[src/rtl/hazard_pkg.sv]
// Shared types and helpers for the pipeline hazard unit: forward selects,
// mult/div occupancy states and register-match helpers.
package hazard_pkg;

    typedef enum logic [1:0] {
        FWD_RF  = 2'b00,
        FWD_WB  = 2'b01,
        FWD_MEM = 2'b10
    } fwd_sel_t;

    typedef enum logic {
        MD_IDLE = 1'b0,
        MD_BUSY = 1'b1
    } md_state_t;

    localparam int MD_LATENCY_DEFAULT = 5;
    localparam int MD_CNT_W           = 4;

    // Register 0 is hard-wired to zero, so it never creates a dependency.
    function automatic logic reg_match(input logic [4:0] src, input logic [4:0] dst);
        return (src != 5'd0) && (src == dst);
    endfunction

    function automatic fwd_sel_t fwd_sel(
        input logic [4:0] src,
        input logic [4:0] dst_m,
        input logic       wr_m,
        input logic [4:0] dst_w,
        input logic       wr_w
    );
        if (wr_m && reg_match(src, dst_m)) return FWD_MEM;
        if (wr_w && reg_match(src, dst_w)) return FWD_WB;
        return FWD_RF;
    endfunction

endpackage

[src/rtl/md_busy_counter.sv]
// Multiply/divide occupancy tracker: busy for LATENCY cycles after start,
// a start while busy restarts the full count.
module md_busy_counter
    import hazard_pkg::*;
#(
    parameter int LATENCY = MD_LATENCY_DEFAULT
) (
    input  logic clk,
    input  logic reset,
    input  logic start,
    output logic busy
);

    localparam logic [MD_CNT_W-1:0] RELOAD = MD_CNT_W'(LATENCY - 1);

    md_state_t             state;
    logic [MD_CNT_W-1:0]   count;

    // NOTE: state registers use non-blocking assignments so every flop samples pre-edge values.
    always_ff @(posedge clk) begin
        if (reset) begin
            state <= MD_IDLE;
            count <= '0;
        end else if (start) begin
            state <= MD_BUSY;
            count <= RELOAD;
        end else if (state == MD_BUSY) begin
            if (count == '0) begin
                state <= MD_IDLE;
            end else begin
                count <= count - 1'b1;
            end
        end
    end

    assign busy = (state == MD_BUSY);

endmodule

[src/rtl/hazard_unit.sv]
// Pipeline hazard unit: forwarding selects plus stall/flush generation.
// Define HAZARD_FORWARD_EN to enable forwarding; without it every dependency stalls.
module hazard_unit
    import hazard_pkg::*;
#(
    parameter int MD_LATENCY = MD_LATENCY_DEFAULT
) (
    input  logic       clk,
    input  logic       reset,
    input  logic [4:0] RsD,
    input  logic [4:0] RtD,
    input  logic [4:0] RsE,
    input  logic [4:0] RtE,
    input  logic [4:0] WriteRegE,
    input  logic       RegWriteE,
    input  logic       MemToRegE,
    input  logic       BranchD,
    input  logic       MfHiLoD,
    input  logic       MdStartE,
    output logic [1:0] ForwardAE,
    output logic [1:0] ForwardBE,
    output logic       ForwardAD,
    output logic       ForwardBD,
    output logic       StallF,
    output logic       StallD,
    output logic       FlushE,
    output logic       MdBusy
);

    logic [4:0] WriteRegM, WriteRegW;
    logic       RegWriteM, MemToRegM, RegWriteW;
    logic       d_hits_e, d_hits_m, dep_stall, md_stall, stall;

    // Shadow of the E->M->W destination fields; a flush turns the M slot into a bubble.
    always_ff @(posedge clk) begin
        if (reset) begin
            WriteRegM <= '0;
            RegWriteM <= 1'b0;
            MemToRegM <= 1'b0;
            WriteRegW <= '0;
            RegWriteW <= 1'b0;
        end else begin
            WriteRegM <= WriteRegE;
            RegWriteM <= RegWriteE && !FlushE;
            MemToRegM <= MemToRegE && !FlushE;
            WriteRegW <= WriteRegM;
            RegWriteW <= RegWriteM;
        end
    end

    assign d_hits_e = reg_match(RsD, WriteRegE) || reg_match(RtD, WriteRegE);
    assign d_hits_m = reg_match(RsD, WriteRegM) || reg_match(RtD, WriteRegM);

`ifdef HAZARD_FORWARD_EN
    assign ForwardAE = fwd_sel(RsE, WriteRegM, RegWriteM, WriteRegW, RegWriteW);
    assign ForwardBE = fwd_sel(RtE, WriteRegM, RegWriteM, WriteRegW, RegWriteW);
    assign ForwardAD = RegWriteM && reg_match(RsD, WriteRegM);
    assign ForwardBD = RegWriteM && reg_match(RtD, WriteRegM);

    // Load-use in E, or a branch compare that cannot yet see an E result or M load.
    assign dep_stall = (MemToRegE && RegWriteE && d_hits_e)
                     || (BranchD && ((RegWriteE && d_hits_e)
                                     || (MemToRegM && RegWriteM && d_hits_m)));
`else
    logic unused_fwd_inputs;

    assign ForwardAE = FWD_RF;
    assign ForwardBE = FWD_RF;
    assign ForwardAD = 1'b0;
    assign ForwardBD = 1'b0;
    assign unused_fwd_inputs = ^{RsE, RtE, BranchD, MemToRegM, WriteRegW, RegWriteW};

    assign dep_stall = (RegWriteE && d_hits_e) || (RegWriteM && d_hits_m);
`endif

    assign md_stall = MfHiLoD && (MdBusy || MdStartE);
    assign stall    = dep_stall || md_stall;
    assign StallF   = stall;
    assign StallD   = stall;
    assign FlushE   = stall;

    md_busy_counter #(
        .LATENCY (MD_LATENCY)
    ) u_md_busy_counter (
        .clk   (clk),
        .reset (reset),
        .start (MdStartE),
        .busy  (MdBusy)
    );

endmodule

[config.mk]
export PLATFORM = sky130hd
export DESIGN_NAME = hazard_unit
export DESIGN_NICKNAME = d
export VERILOG_FILES = /design/src/rtl/hazard_pkg.sv /design/src/rtl/md_busy_counter.sv /design/src/rtl/hazard_unit.sv
export SDC_FILE = /design/constraint.sdc
export NUM_CORES = 1
export LEC_CHECK = 0
export ABC_AREA = 1
export CORE_ASPECT_RATIO = 2
export CORE_UTILIZATION = 25
export CTS_CLUSTER_DIAMETER = 80
export CTS_CLUSTER_SIZE = 10
export DETAILED_ROUTE_END_ITERATION = 10
export PLACE_DENSITY = 0.53
export SETUP_SLACK_MARGIN = 0.02
export SLEW_MARGIN = 40
export SYNTH_ARGS = -nofsm -noshare
export SYNTH_HDL_FRONTEND = slang
export SYNTH_SLANG_ARGS = --single-unit
[constraint.sdc]
create_clock -name clk -period 1.6 [get_ports clk]
set_input_delay 0.24 -clock clk [delete_from_list [all_inputs] [get_ports clk]]
set_output_delay 0.24 -clock clk [all_outputs]
set_load 0.01 [all_outputs]
==> impl_metrics.yaml, run 1 <==
status:
  status: "complete, no violations"
placement:
  placed_cell_area_mm2: 0.001074
  port-buffer-count: 23
  dp_slack_ps: -637.7
  gp_congestion: 0.8134
  hpwl_mm: 1.540
synth:
  synthMuxAreaShare: 0
  synth_simple_gate_area_frac: 0.3206
  async_flop_share: 0
  synth-xor-area-share: 0.1710
  synth_top_family_by_area: "simple AND/OR/NAND/NOR gates"
  yosysSeqAreaShare: 0.2687
  synth_area_um2: 819.5
  synthFlopType: "dfxtp_1"
  ys_warn_count: 0
  synth_area_leader_cell: "dfxtp_1"
  syn_area_per_cell_um2: 6.403
  synth_most_common_cell: "nand2_1"
  postSynthCellCount: 128
  ys_types: 19
  synth_compound_area_frac: 0.03511
  synth.top_cell.area_share: 0.2687
  synth-edff-count: 0
  netlist_top_cells_count: "35 x nand2_1, 19 x nor2_1, 16 x inv_1"
  synth_fa_ha_area_frac: 0.03053
  ys_seq_elements: 11
  synth.area.top_cells: "dfxtp_1 27%, nand2_1 16%, xnor2_1 9.6%"
run:
  maxCapViolations: 0
clock_tree:
  clkLatencyLatePin_ps: 240
  cts_tree: "done"
  cts_buffers: 3
  clock-sinks: 11
  clk_pin_slew_ps: 50
  clockBufferDepth: 2
  htreeDepth: 1
  clock-root-buffer: "clkbuf_8"
power:
  p_leak_uw: 0.0005813
  pwr-share-seq: 0.382
  combPwrFrac: 0.270
  switching_share: 0.2781
  p_per_area_mw_per_mm2: 700.9
  p_switching_uw: 220.0
  total_power_uw: 791.0
  p_int_uw: 571.0
  peakVddDrop_mv: 0.4181
  p_clk_frac: 0.348
critical_path:
  cp_cell_sequence: "xor2_1 -> nor2_1 -> nand3_1 -> nand2_2 -> nand2_2 -> nand3_4 -> buf_6"
  cpPeakStageDelay_ps: 330
  path_delay_family: "simple AND/OR/NAND/NOR gates"
  cp_slowest_cell: "dfxtp_2"
  path_buf_inv: 1
  crit_top_cell: "nand2_2"
  crit_required_ps: 1360
  end_kind: "primary output"
  path_max_fanout: 4
  start_kind: "register"
  critPathKind: "reg2out"
  arrival_ps: 1280
sta:
  maxSlewViolCount: 0
  max_freq_mhz: 655.9
  final_hold_viol_count: 0
  rsz0062_at_grt: "true"
  finalSetupViolCount: 0
  timing.final.ws_setup_ps: 75.30
  min_period_ps: 1525
  finClkSkew_ps: 1.218
  post-route-period-util: 0.9529
final_layout:
  utilization: 0.3575
  num-nets-final: 191
  syn2layout_area_growth_pct: 37.71
  register_area_um2: 226.5
  finish.instance_area_mm2: 0.001129
  antenna_cells: 0
  drive_above_1_share: 0.2564
  multi_input_area_um2: 514.2
  fill_cells: 353
detailed_routing:
  routed_wl_mm: 1.833
  vias: 790
  antenna_left: 0
  drtPass1Iterations: 2
  avgRoutedWirePerCell_um: 9.802
  drt-initial-drc-count: 10
  drc: 0
  via_per_inst: 4.225
die:
  dieHeight_um: 82.97
  start_util: 0.2596
  die_x_um: 42.49
  coreArea_mm2: 0.003157
  rows: 29
  ios: 42
  dieArea_mm2: 0.003525
global_routing:
  grt_pass1_vias: 824
  grt_pass1_wl_mm: 3.408
  antenna_found_initial: 0
  globalRouteTotalUtil: 0.1228
  grt-ovfl-total: 0
  grt_max_degree: 8
hold_path:
  hp-class: "in2reg"
-- cells by family (layout without fill, tap and decap cells) --
logic type / Yosys count / after routing
xor gates and xnor gates: 16 / 16
adders and majority gates: 2 / 2
AOI/OAI and AO/OA: 5 / 5
buffers and inverters: 29 / 52
DFF: 11 / 11
other: 1 / 6
and+or+nand+nor: 64 / 64
-- path summary, 6_finish.rpt --
| path | end | cells after the start | slack (ps) | from |
|---|---|---|---|---|
| max | FlushE | 7 | 80 | WriteRegM[0]$_SDFF_PP0_ |
| min | WriteRegM[1]$_SDFF_PP0_ | 3 | 380 | WriteRegE[1] |
| max reg2reg | u_md_busy_counter.count[3]$_SDFFE_PP0P_ | 8 | 290 | u_md_busy_counter.count[0]$_SDFFE_PP0P_ |
| min reg2reg | u_md_busy_counter.count[2]$_SDFFE_PP0P_ | 2 | 490 | u_md_busy_counter.count[2]$_SDFFE_PP0P_ |
-- power groups by stage --
stage,clock network (uW),logic [uW],registers [uW]
after floorplan,0,126,304
after global placement,0,214,305
after detailed placement,0,215,305
after CTS,286,211,301
after global routing,305,240,304
final,275,213,302
-- through the flow --
| stage | setup TNS, ps | cells | hold slack (ps) |
|---|---|---|---|
| 5_1_grt | -66.99 | 187 | 416.7 |
| 6_report | 0 | 187 | 376.9 |
| 4_1_cts | 0 | 186 | 416.4 |
| 2_1_floorplan | 0 | 133 | 347.0 |
| 3_3_place_gp | -1817 | 182 | 470.3 |
| 3_5_place_dp | -1900 | 182 | 480.6 |
-- state kept, by name, summed over array words and instances, names as in the netlist --
signal and flops:
WriteRegM 5, u_md_busy_counter.count 4, RegWriteM 1, u_md_busy_counter.busy 1
-- layout by cell type, fill, tap and decap left out, types with 3 or more instances in the layout --
cell type	netlist	final
buf_4	8	5
buf_6	0	3
clkbuf_2	0	7
clkbuf_8	0	3
clkdlybuf4s50_1	0	5
conb_1	1	6
dfxtp_1	11	6
dfxtp_2	0	5
dlygate4sd2_1	0	6
inv_1	16	15
inv_2	4	5
nand2_1	35	32
nand2_2	1	4
nand3_1	5	5
nor2_1	19	17
nor2_2	3	5
xnor2_1	9	7
xor2_1	7	7
-- what timing repair did --
item	4_1_cts	5_1_grt
hold endpoints to repair	0	0
setup endpoints to repair	3	3
pin swaps	4	11
hold buffers	0	0
resized for setup	40	20
buffers inserted	0	1
-- area by class of cell --
| type | instances | share of cell area |
|---|---|---|
| inverters | 20 | 0.06652 |
| repair buffers | 28 | 0.2029 |
| well taps | 31 | 0.03437 |
| flip-flops and latches | 11 | 0.2007 |
| multi-input cells | 93 | 0.4557 |
| clock buffers | 4 | 0.03991 |
-- worst reg2reg max path: stages, from the launching register on --
cell     delay, ps
dfxtp_1        350
inv_1           80
ha_1           200
nand3_1        100
nand2_2         90
nor2_2         100
nand3_1         90
xor2_1         140
nor2_1          50
-- per-layer routing --
| layer | global-route usage | share of wire | wire [um] | vias to the layer above |
|---|---|---|---|---|
| li1 | - | - | - | 420 |
| met1 | 0.1226 | 0.35 | 639 | 344 |
| met2 | 0.2224 | 0.57 | 1037 | 19 |
| met3 | 0.02391 | 0.050 | 92 | 7 |
| met4 | 0.07102 | 0.034 | 63 | 0 |
| met5 | 0 | 0 | 0 | - |
No activity file was read; power rests on OpenSTA's default activity.
==> run 2: changes to the inputs <==
--- a/config.mk
+++ b/config.mk
@@ -6,12 +6,11 @@
 export NUM_CORES = 1
 export LEC_CHECK = 0
 export ABC_AREA = 1
-export CORE_ASPECT_RATIO = 2
-export CORE_UTILIZATION = 25
+export CORE_UTILIZATION = 39
 export CTS_CLUSTER_DIAMETER = 80
 export CTS_CLUSTER_SIZE = 10
 export DETAILED_ROUTE_END_ITERATION = 10
-export PLACE_DENSITY = 0.53
+export PLACE_DENSITY = 0.77
 export SETUP_SLACK_MARGIN = 0.02
 export SLEW_MARGIN = 40
 export SYNTH_ARGS = -nofsm -noshare
==> run 2 against run 1 <==
Compared with the run above:
- clock-buffer cell count unchanged
- utilization rose by 21 points
- final area is 1.9% lower
- wire length down 3.9%
- via count rose by 0.25%
- die area decreased by 35%
==> impl_metrics.yaml, run 2 (synthesized netlist as in run 1, its figures left out) <==
status:
  status: "complete, no violations"
final_layout:
  syn2layout_area_growth_pct: 35.11
  largest_reg_flops: 5
  drive_above_1_share: 0.1987
  antenna_cells: 0
  fill_cells: 196
  final_common_cell: "nand2_1"
  utilization: 0.5644
  largest-register: "WriteRegM"
  final_cell_mix: "33 x nand2_1, 18 x nor2_1, 14 x inv_1, 12 x dlygate4sd2_1, 9 x xnor2_1"
  num-nets-final: 191
  top_regs: "WriteRegM: 5 flops, u_md_busy_counter.count: 4 flops"
hold_path:
  hp-class: "in2reg"
sta:
  final_hold_viol_count: 0
  min_period_ps: 1576
  post-route-period-util: 0.9851
  finalSetupViolCount: 0
  maxSlewViolCount: 0
  finClkSkew_ps: 2.180
  rsz0062_at_grt: "true"
  timing.final.ws_setup_ps: 23.82
  timing.hold.ws_ps: 387.3
  max_freq_mhz: 634.4
critical_path:
  cp_slowest_cell: "dfxtp_2"
  path_delay_family: "simple AND/OR/NAND/NOR gates"
  cp_cell_sequence: "xnor2_1 -> nand2_1 -> inv_1 -> nand3_1 -> nand2_1 -> nand2_2 -> nand3_4 -> buf_6"
  critPathKind: "reg2out"
  arrival_ps: 1340
  crit_top_cell: "nand2_1"
  crit_required_ps: 1360
  path_buf_inv: 2
  cpPeakStageDelay_ps: 340
  start_kind: "register"
  end_kind: "primary output"
  path_max_fanout: 4
die:
  rows: 16
  die_x_um: 47.84
  dieHeight_um: 47.84
  ios: 42
  start_util: 0.4177
  dieArea_mm2: 0.002289
  coreArea_mm2: 0.001962
clock_tree:
  clk_pin_slew_ps: 70
  cts_buffers: 3
  clock-sinks: 11
  cts_tree: "done"
  postCtsHoldBufs: 0
  htreeDepth: 1
  clkLatencyLatePin_ps: 270
  clockBufferDepth: 2
  clock-root-buffer: "clkbuf_4"
detailed_routing:
  drtPass1Iterations: 4
  routed_wl_mm: 1.762
  avgRoutedWirePerCell_um: 9.628
  drt-initial-drc-count: 9
  antenna_left: 0
  drc: 0
  via_per_inst: 4.328
  vias: 792
global_routing:
  grt-ovfl-total: 0
  antenna_found_initial: 0
  grt_pass1_wl_mm: 2.580
  grt_max_degree: 8
  globalRouteTotalUtil: 0.1600
  grt_pass1_vias: 706
placement:
  hpwl_mm: 1.431
  dp_slack_ps: -584.8
  gp_congestion: 0.7869
  port-buffer-count: 23
power:
  total_power_uw: 697.5
  p_leak_uw: 0.0005708
  peakVddDrop_mv: 0.4598
  p_per_area_mw_per_mm2: 629.9
run:
  maxCapViolations: 0
run 2: layout make-up:
class / instances / area [um2] / area share
multi-input combinational: 93 / 494.2 / 0.4463
timing repair buffer: 28 / 251.5 / 0.2271
clock buffer: 4 / 26.28 / 0.02373
sequential: 11 / 226.5 / 0.2045
inverter: 20 / 75.07 / 0.06780
tap: 27 / 33.78 / 0.03051
run 2: metal layers:
layer  global-route usage  wire (um)
met3              0.03019        131
met1               0.1820        748
met2               0.2838        849
met5                    0          0
met4              0.07778         33
run 2: repair_timing:
item,CTS,global route
pin swaps,2,5
gates resized for setup,31,14
setup buffers,0,0
setup endpoints to repair,3,3
run 2: worst register-to-register path, stage by stage (launching register included):
cell     delay (ps)
dfxtp_1         370
inv_1            80
ha_1            200
nand3_1          90
nand2_2          80
nor2_2          110
nand3_1         100
xor2_1          140
nor2_1           50
run 2: path summary, 6_finish.rpt:
kind,startpoint,depth (start not counted),slack (ps),to
max,WriteRegM[3]$_SDFF_PP0_,8,20,FlushE
min,WriteRegE[1],3,390,WriteRegM[1]$_SDFF_PP0_
max reg2reg,u_md_busy_counter.count[0]$_SDFFE_PP0P_,8,280,u_md_busy_counter.count[3]$_SDFFE_PP0P_
min reg2reg,u_md_busy_counter.count[2]$_SDFFE_PP0P_,2,490,u_md_busy_counter.count[2]$_SDFFE_PP0P_
run 2: per-stage QoR:
step	cell area [um2]	TNS (ps)	std cells
detailed placement	1076	-1760	179
global placement	1076	-1570	179
global route	1107	-190.4	183
floorplan	838.3	0	133
CTS	1072	0	183
finish	1107	0	183
run 2: power breakdown:
group | switching, uW | internal (uW) | leakage [uW]
clock network | 90.1 | 96.5 | 0.0000150
logic | 106 | 104 | 0.000464
registers | 11.1 | 290 | 0.0000923
